$ cat config.mk
export PLATFORM = sky130hd
export DESIGN_NAME = demux_logic_unit_flat
export DESIGN_NICKNAME = d
export VERILOG_FILES = /design/src/rtl/demux_logic_unit_if.sv /design/src/rtl/demux_logic_unit.sv /design/src/flat_wrapper.sv
export SDC_FILE = /design/constraint.sdc
export NUM_CORES = 1
export LEC_CHECK = 0
export ABC_AREA = 1
export BUFFER_PORTS_ARGS = -buffer_cell sky130_fd_sc_hd__buf_2
export CORE_ASPECT_RATIO = 0.6
export CORE_MARGIN = 2
export CORE_UTILIZATION = 27
export CTS_BUF_LIST = sky130_fd_sc_hd__clkbuf_16
export DETAILED_ROUTE_END_ITERATION = 8
export PLACE_DENSITY = 0.54
export SETUP_SLACK_MARGIN = 0.2
export SLEW_MARGIN = 20
export SYNTH_ARGS = -nofsm -noshare
export SYNTH_HDL_FRONTEND = slang
export SYNTH_SLANG_ARGS = --single-unit
$ cat constraint.sdc
create_clock -name clk -period 3.3 [get_ports clk]
set_input_delay 0.495 -clock clk [delete_from_list [all_inputs] [get_ports clk]]
set_output_delay 0.495 -clock clk [all_outputs]
set_load 0.05 [all_outputs]
$ cat src/rtl/demux_logic_unit_if.sv
// Handshake bundle for demux_logic_unit: input beat channel, result channel and busy flag.
interface demux_logic_unit_if #(
  parameter int WIDTH = 8
);
  logic             in_valid;
  logic             in_ready;
  logic [WIDTH-1:0] in_a;
  logic [WIDTH-1:0] in_b;
  logic [2:0]       in_op;
  logic             in_sweep;
  logic             out_valid;
  logic             out_ready;
  logic [WIDTH-1:0] out_y;
  logic [2:0]       out_op;
  logic             out_last;
  logic             busy;

  modport master (
    output in_valid, in_a, in_b, in_op, in_sweep, out_ready,
    input  in_ready, out_valid, out_y, out_op, out_last, busy
  );

  modport slave (
    input  in_valid, in_a, in_b, in_op, in_sweep, out_ready,
    output in_ready, out_valid, out_y, out_op, out_last, busy
  );
endinterface

$ cat src/rtl/demux_logic_unit.sv
// Pipelined bitwise logic unit whose gates are all built from 1:2 demux cells;
// SWEEP mode expands one operand pair into all 8 op results in order.
module demux_logic_unit #(
  parameter int WIDTH = 8
) (
  input logic              clk,
  input logic              rst,
  demux_logic_unit_if.slave dlu
);
  typedef enum logic {IDLE, SWEEP} state_t;

  localparam logic [WIDTH-1:0] ONES = '1;

  state_t           r_state, w_state_nxt;
  logic [2:0]       r_cnt, w_cnt_nxt;
  logic [WIDTH-1:0] r_lat_a, r_lat_b;

  logic             r_s1_valid, r_s1_last;
  logic [WIDTH-1:0] r_s1_a, r_s1_b;
  logic [2:0]       r_s1_op;

  logic             r_out_valid, r_out_last;
  logic [WIDTH-1:0] r_out_y;
  logic [2:0]       r_out_op;

  logic             w_s2_adv, w_s1_load, w_acc, w_inj;
  logic [WIDTH-1:0] w_and, w_or, w_xor, w_y;

  function automatic logic [WIDTH-1:0] dmx0(input logic [WIDTH-1:0] s, input logic [WIDTH-1:0] x);
    return ~s & x;
  endfunction

  function automatic logic [WIDTH-1:0] dmx1(input logic [WIDTH-1:0] s, input logic [WIDTH-1:0] x);
    return s & x;
  endfunction

  assign w_s2_adv  = !r_out_valid || dlu.out_ready;
  assign w_s1_load = w_s2_adv || !r_s1_valid;
  assign w_acc     = dlu.in_valid && dlu.in_ready;
  assign w_inj     = (r_state == SWEEP) && w_s1_load;

  assign dlu.in_ready  = !rst && (r_state == IDLE) && w_s1_load;
  assign dlu.busy      = (r_state == SWEEP);
  assign dlu.out_valid = r_out_valid;
  assign dlu.out_y     = r_out_y;
  assign dlu.out_op    = r_out_op;
  assign dlu.out_last  = r_out_last;

  // OR = a&1 | ~a&b, XOR = ~a&b | ~b&a; inverted ops demux the base result against all-ones.
  always_comb begin
    w_and = dmx1(r_s1_a, r_s1_b);
    w_or  = dmx1(r_s1_a, ONES) | dmx0(r_s1_a, r_s1_b);
    w_xor = dmx0(r_s1_a, r_s1_b) | dmx0(r_s1_b, r_s1_a);
    w_y   = '0;
    case (r_s1_op)
      3'd0:    w_y = w_and;
      3'd1:    w_y = w_or;
      3'd2:    w_y = dmx0(r_s1_a, ONES);
      3'd3:    w_y = dmx0(w_and, ONES);
      3'd4:    w_y = dmx0(w_or, ONES);
      3'd5:    w_y = w_xor;
      3'd6:    w_y = dmx0(w_xor, ONES);
      default: w_y = dmx1(r_s1_a, ONES);
    endcase
  end

  always_comb begin
    w_state_nxt = r_state;
    w_cnt_nxt   = r_cnt;
    case (r_state)
      IDLE: begin
        if (w_acc && dlu.in_sweep) begin
          w_state_nxt = SWEEP;
          w_cnt_nxt   = 3'd1;
        end
      end
      SWEEP: begin
        if (w_s1_load) begin
          if (r_cnt == 3'd7) begin
            w_state_nxt = IDLE;
            w_cnt_nxt   = '0;
          end else begin
            w_cnt_nxt = r_cnt + 3'd1;
          end
        end
      end
      default: begin
        w_state_nxt = IDLE;
        w_cnt_nxt   = '0;
      end
    endcase
  end

  always_ff @(posedge clk) begin
    if (rst) begin
      r_state <= IDLE;
      r_cnt   <= '0;
      r_lat_a <= '0;
      r_lat_b <= '0;
    end else begin
      r_state <= w_state_nxt;
      r_cnt   <= w_cnt_nxt;
      if (w_acc && dlu.in_sweep) begin
        r_lat_a <= dlu.in_a;
        r_lat_b <= dlu.in_b;
      end
    end
  end

  always_ff @(posedge clk) begin
    if (rst) begin
      r_s1_valid <= 1'b0;
      r_s1_a     <= '0;
      r_s1_b     <= '0;
      r_s1_op    <= '0;
      r_s1_last  <= 1'b0;
    end else if (w_acc) begin
      r_s1_valid <= 1'b1;
      r_s1_a     <= dlu.in_a;
      r_s1_b     <= dlu.in_b;
      r_s1_op    <= dlu.in_sweep ? 3'd0 : dlu.in_op;
      r_s1_last  <= !dlu.in_sweep;
    end else if (w_inj) begin
      r_s1_valid <= 1'b1;
      r_s1_a     <= r_lat_a;
      r_s1_b     <= r_lat_b;
      r_s1_op    <= r_cnt;
      r_s1_last  <= (r_cnt == 3'd7);
    end else if (w_s2_adv) begin
      r_s1_valid <= 1'b0;
    end
  end

  always_ff @(posedge clk) begin
    if (rst) begin
      r_out_valid <= 1'b0;
      r_out_y     <= '0;
      r_out_op    <= '0;
      r_out_last  <= 1'b0;
    end else if (w_s2_adv) begin
      r_out_valid <= r_s1_valid;
      if (r_s1_valid) begin
        r_out_y    <= w_y;
        r_out_op   <= r_s1_op;
        r_out_last <= r_s1_last;
      end
    end
  end
endmodule
$ cat src/flat_wrapper.sv
// flat-port wrapper written by rule: the top's interface ports become plain ports
module demux_logic_unit_flat 
#(
  parameter int WIDTH = 8
)
  (clk, rst, dlu_in_valid, dlu_in_a, dlu_in_b, dlu_in_op, dlu_in_sweep, dlu_out_ready, dlu_in_ready, dlu_out_valid, dlu_out_y, dlu_out_op, dlu_out_last, dlu_busy);
  demux_logic_unit_if #(.WIDTH(WIDTH)) dlu_i ();
  input logic clk;
  input logic rst;
  input wire logic [$bits(dlu_i.in_valid)-1:0] dlu_in_valid;
  input wire logic [$bits(dlu_i.in_a)-1:0] dlu_in_a;
  input wire logic [$bits(dlu_i.in_b)-1:0] dlu_in_b;
  input wire logic [$bits(dlu_i.in_op)-1:0] dlu_in_op;
  input wire logic [$bits(dlu_i.in_sweep)-1:0] dlu_in_sweep;
  input wire logic [$bits(dlu_i.out_ready)-1:0] dlu_out_ready;
  output wire logic [$bits(dlu_i.in_ready)-1:0] dlu_in_ready;
  output wire logic [$bits(dlu_i.out_valid)-1:0] dlu_out_valid;
  output wire logic [$bits(dlu_i.out_y)-1:0] dlu_out_y;
  output wire logic [$bits(dlu_i.out_op)-1:0] dlu_out_op;
  output wire logic [$bits(dlu_i.out_last)-1:0] dlu_out_last;
  output wire logic [$bits(dlu_i.busy)-1:0] dlu_busy;
  assign dlu_i.in_valid = dlu_in_valid;
  assign dlu_i.in_a = dlu_in_a;
  assign dlu_i.in_b = dlu_in_b;
  assign dlu_i.in_op = dlu_in_op;
  assign dlu_i.in_sweep = dlu_in_sweep;
  assign dlu_i.out_ready = dlu_out_ready;
  assign dlu_in_ready = dlu_i.in_ready;
  assign dlu_out_valid = dlu_i.out_valid;
  assign dlu_out_y = dlu_i.out_y;
  assign dlu_out_op = dlu_i.out_op;
  assign dlu_out_last = dlu_i.out_last;
  assign dlu_busy = dlu_i.busy;
  demux_logic_unit #(.WIDTH(WIDTH)) u_core (.clk(clk), .rst(rst), .dlu(dlu_i));
endmodule
### Yosys cells after proc, flatten, opt, wreduce, memory -nomap -nowiden

Index checks and enable logic that the tools add are counted.

| storage, ports and cells | value |
|---|---|
| flip-flop bits (word level) | 54 |
| input bits | 24 |
| logic and storage cells | 71 |

| operators by class | value |
|---|---|
| $add $sub $neg | 1 |
| equal/unequal tests | 9 |
| mux-type cells | 21 |
| bitwise logic cells | 11 |
| reductions and logical operators | 16 |

Operators by type and width:

| operator | number |
|---|---|
| 8-bit case mux with 7 select lines | 1 |
| 8-bit NOT | 5 |
| 8-bit 2-to-1 mux | 4 |
| 8-bit AND | 3 |
| 3-bit 2-to-1 mux | 6 |
| 8-bit bitwise OR | 2 |
| 3-bit == test, second input constant | 4 |
| 1-bit 2-to-1 mux | 8 |
| 3-bit by 2-bit == test with 1-bit output, second input constant | 2 |
| 3-bit case mux with 2 select lines | 1 |
| 1-bit logical AND | 5 |
| 1-bit logical NOT | 4 |
| 2-bit inequality test, second input constant | 2 |
| 2-bit AND reduction | 2 |
| 3-bit by 1-bit adder with 3-bit output, second input constant | 1 |
| 3-bit by 1-bit == test with 1-bit output, second input constant | 1 |
| 3-bit logical NOT | 1 |
| 3-bit nonzero test | 1 |
| 1-bit logical OR | 2 |
| 1-bit case mux with 2 select lines | 1 |
| 2-bit nonzero test | 1 |
| 1-bit NOT | 1 |

### Longest topological paths before layout

| logic depth | value |
|---|---|
| depth after elaboration | 8 |
| depth in mapped cells | 9 |

### Least setup slack after synthesis

No wires, ideal clock.

| path | value |
|---|---|
| path kind | register to output |
| start point | register u_core.r_out_valid, in the netlist u_core.dlu.out_valid |
| end point | output dlu_in_ready |
| arrival | 1.169 ns |
| required time | 2.805 ns |
| path slack | 1.636 ns |
| stages on the path, launching flop included | 4 |
| path through | dfxtp_1 nand3_2 nand2_1 inv_1 |

| on the way | value |
|---|---|
| word-level cells in the longest chain between the ends | 4 |

Ends and longest elaborated chain:

| element | line | text |
|---|---|---|
| start, declared | demux_logic_unit.sv:22 | `logic r_out_valid, r_out_last;` |
| start signal, assigned | demux_logic_unit.sv:141 | `r_out_valid <= r_s1_valid;` |
| 1-bit logical NOT | demux_logic_unit.sv:37 | `assign w_s2_adv = !r_out_valid \|\| dlu.out_ready;` |
| 1-bit logical OR | demux_logic_unit.sv:37 |  |
| 1-bit logical OR | demux_logic_unit.sv:38 | `assign w_s1_load = w_s2_adv \|\| !r_s1_valid;` |
| 1-bit logical AND | demux_logic_unit.sv:42 | `assign dlu.in_ready = !rst && (r_state == IDLE) && w_s1_load;` |
| end, declared | flat_wrapper.sv:16 | `output wire logic [$bits(dlu_i.in_ready)-1:0] dlu_in_ready;` |

No other way between the ends.

### Worst setup path after layout

| path | value |
|---|---|
| start point | input rst |
| end point | output dlu_in_ready |

| on the way | value |
|---|---|
| word-level cells in the longest chain between the ends | 3 |

Ends and longest elaborated chain:

| element | line | text |
|---|---|---|
| start, declared | flat_wrapper.sv:9 | `input logic rst;` |
| 1-bit logical NOT | demux_logic_unit.sv:42 |  |
| 1-bit logical AND (2 in a row) | demux_logic_unit.sv:42 |  |

No other way between the ends.

==> flow_summary.yaml <==
pwr:
  p_int_uw: 1070
  p_clk_frac: 0.335
  leakage_uw: 0.00165
  switching_share: 0.320
  power_frac_comb: 0.205
  p_sw_uw: 504
  power_per_cell_area_nw_per_um2: 449
  ir_drop_v: 0.000221
  seqPwrFrac: 0.459
cells_and_area:
  drive_gt1_frac: 0.122
  final_cell_mix: "nand2_1 (86), a21oi_1 (60), inv_1 (57)"
  multi_input_area_um2: 1650
  fin_cells: 628
  area.growth.synth_to_final_pct: 13.3
  fillers: 1234
  seqCellArea_um2: 1080
  final_nets: 526
  mostFrequentLayoutCell: "nand2_1"
  antenna_cells: 0
hold_path:
  min_to: "u_core.r_s1_op[1]$_SDFFE_PP0P_"
  hold_path.class: "input port to flop"
  whs_path_depth: 3
  min_from: "dlu_in_op[1]"
placement:
  post-place-cells: 621
  place_hpwl_mm: 5.95
  gp_congestion: 0.868
  port_buffers: 38
run_status:
  status: "completed"
floorplanning:
  core_area_um2: 11200
  die_h_um: 86.8
  fp.dieW_um: 142
  die_area_um2: 12300
  num_rows: 30
  initial_utilization: 0.275
  io_pins: 39
synthesis:
  yosysUniqueCellTypes: 21
  synth-seq-cells: 54
  synth_area_um2: 3090
  ys_seq_area_frac: 0.350
  avgSynthCellArea_um2: 6.70
  syn_inst: 461
  ys_warn_count: 0
  syn_nets: 503
cts:
  cts_sinks: 54
  clock_latency_ps: 300
  cts_buffers: 5
  post_cts_buffers: 0
  cts_buffer_depth: 2
  cts_root_buf: "clkbuf_16"
  cts_tree: "built"
  hold_buffers: 0
  clk_pin_slew_worst_paths_ps: 70
  cts_resized: 0
  cts_max_level: 2
sta:
  period_needed_ps: 2030
  slew_headroom: 0.387
  slew_viol_final: 0
  period_share: 0.614
  final.setup_skew_ps: 4.62
  tns_ps: 0
  achievable-frequency_mhz: 493
  setup_viol: 0
  finalHoldViolCount: 0
  rsz0062_at_grt: "false"
  tightest_slew_ps: 918
critical_path:
  reg2reg_depth: 8
  end_kind: "primary output"
  arrival_ps: 1530
  crit_fanout: 22
  r2r_end: "u_core.dlu.out_y[7]$_SDFFE_PP0P_"
  rr_startpoint: "u_core.r_s1_op[0]$_SDFFE_PP0P_"
  r2r_slack_ps: 1430
  criticalPathCategory: "input port to primary output"
  required_ps: 2800
  start_kind: "input port"
detailed_routing:
  ant_nets: 0
  via_per_inst: 4.86
  detail_route.wl_per_cell_um: 12.9
  route.detailed.drc: 0
  drt_pass1_iterations: 5
  drt_first_iter_violations: 159
  num_vias: 3052
  wl_mm: 8.08
global_routing:
  grt.overflow.total: 0
  grt_max_degree: 39
  track_usage: 0.141
  antenna_found_initial: 0
  grt_pass1_wl_mm: 14.0
  first_global_vias: 2993
flow_run:
  maxCapViolations: 0
[cells by family (layout without fill, tap and decap cells)]
family,Yosys count,after routing,synth area share
simple gates,188,188,0.276
buf+inv,86,109,0.114
flops,54,54,0.350
compound gates,115,115,0.186
fa+ha+maj,18,18,0.0729
[layout make-up]
class	count	share of cell area
repair buffers	41	0.0608
flip-flops and latches	54	0.309
clock inverters	2	0.00393
multi-input cells	321	0.473
inverters	61	0.0662
clock buffers	5	0.0358
well taps	144	0.0515
[per-stage QoR]
stage | total power [uW] | hold slack, ps | utilization | area, um^2 | setup WS, ps
final | 1570 | 442 | 0.312 | 3500 | 1270
after detailed placement | 1060 | 442 | 0.299 | 3360 | 1190
after global routing | 1670 | 449 | 0.312 | 3500 | 1150
after floorplan | 978 | 424 | - | 3090 | 1640
after global placement | 1050 | 434 | 0.299 | 3360 | 1250
after CTS | 1590 | 436 | 0.312 | 3500 | 1260
[power groups by stage]
stage	sequential (uW)	combinational [uW]	clock [uW]
finish	722	323	527
global route	727	372	576
CTS	721	324	546
detailed placement	737	322	0
global placement	736	318	0
floorplan	757	221	0
[worst max-delay path by stage]
stage                                      startpoint                       endpoint
CTS                                               rst                   dlu_in_ready
global placement                        dlu_out_ready  u_core.r_s1_a[6]$_SDFFE_PP0P_
floorplan           u_core.dlu.out_valid$_SDFFE_PP0P_                   dlu_in_ready
finish                                            rst                   dlu_in_ready
global route        u_core.dlu.out_valid$_SDFFE_PP0P_  u_core.r_s1_a[6]$_SDFFE_PP0P_
detailed placement                      dlu_out_ready  u_core.r_s1_a[6]$_SDFFE_PP0P_
[critical path: stages]
cell	delay, ps
buf_2	250
nor2_1	230
nand2_1	70
inv_1	170
buf_2	300
[layer usage]
layer / routed length, um / global-route usage / part of all wire
met1: 4210 / 0.201 / 0.52
met3: 508 / 0.0348 / 0.063
met2: 3290 / 0.217 / 0.41
met4: 72 / 0.0309 / 0.0089
met5: 0 / 0 / 0
[flip-flops by register name (all words and copies together) (netlist names)]
| signal | cells |
|---|---|
| u_core.dlu.busy | 1 |
| u_core.r_s1_a | 8 |
| u_core.r_s1_op | 3 |
| u_core.dlu.out_last | 1 |
| u_core.r_lat_a | 8 |
| u_core.r_s1_valid | 1 |
| u_core.r_s1_b | 8 |
| u_core.dlu.out_valid | 1 |
| u_core.r_cnt | 3 |
| u_core.r_lat_b | 8 |
| u_core.dlu.out_op | 3 |
| u_core.r_s1_last | 1 |
| u_core.dlu.out_y | 8 |
[cells in the mapped netlist (all sizes together)]
cell type | number | area share
a21oi | 60 | 0.097
buf | 17 | 0.030
clkbuf | 8 | 0.0097
dfxtp | 54 | 0.35
ha | 18 | 0.073
inv | 61 | 0.075
nand2 | 87 | 0.11
nand3 | 35 | 0.058
nand4 | 22 | 0.045
nor2 | 44 | 0.065
o21ai | 55 | 0.089
Power figures use the tool's default switching activity.
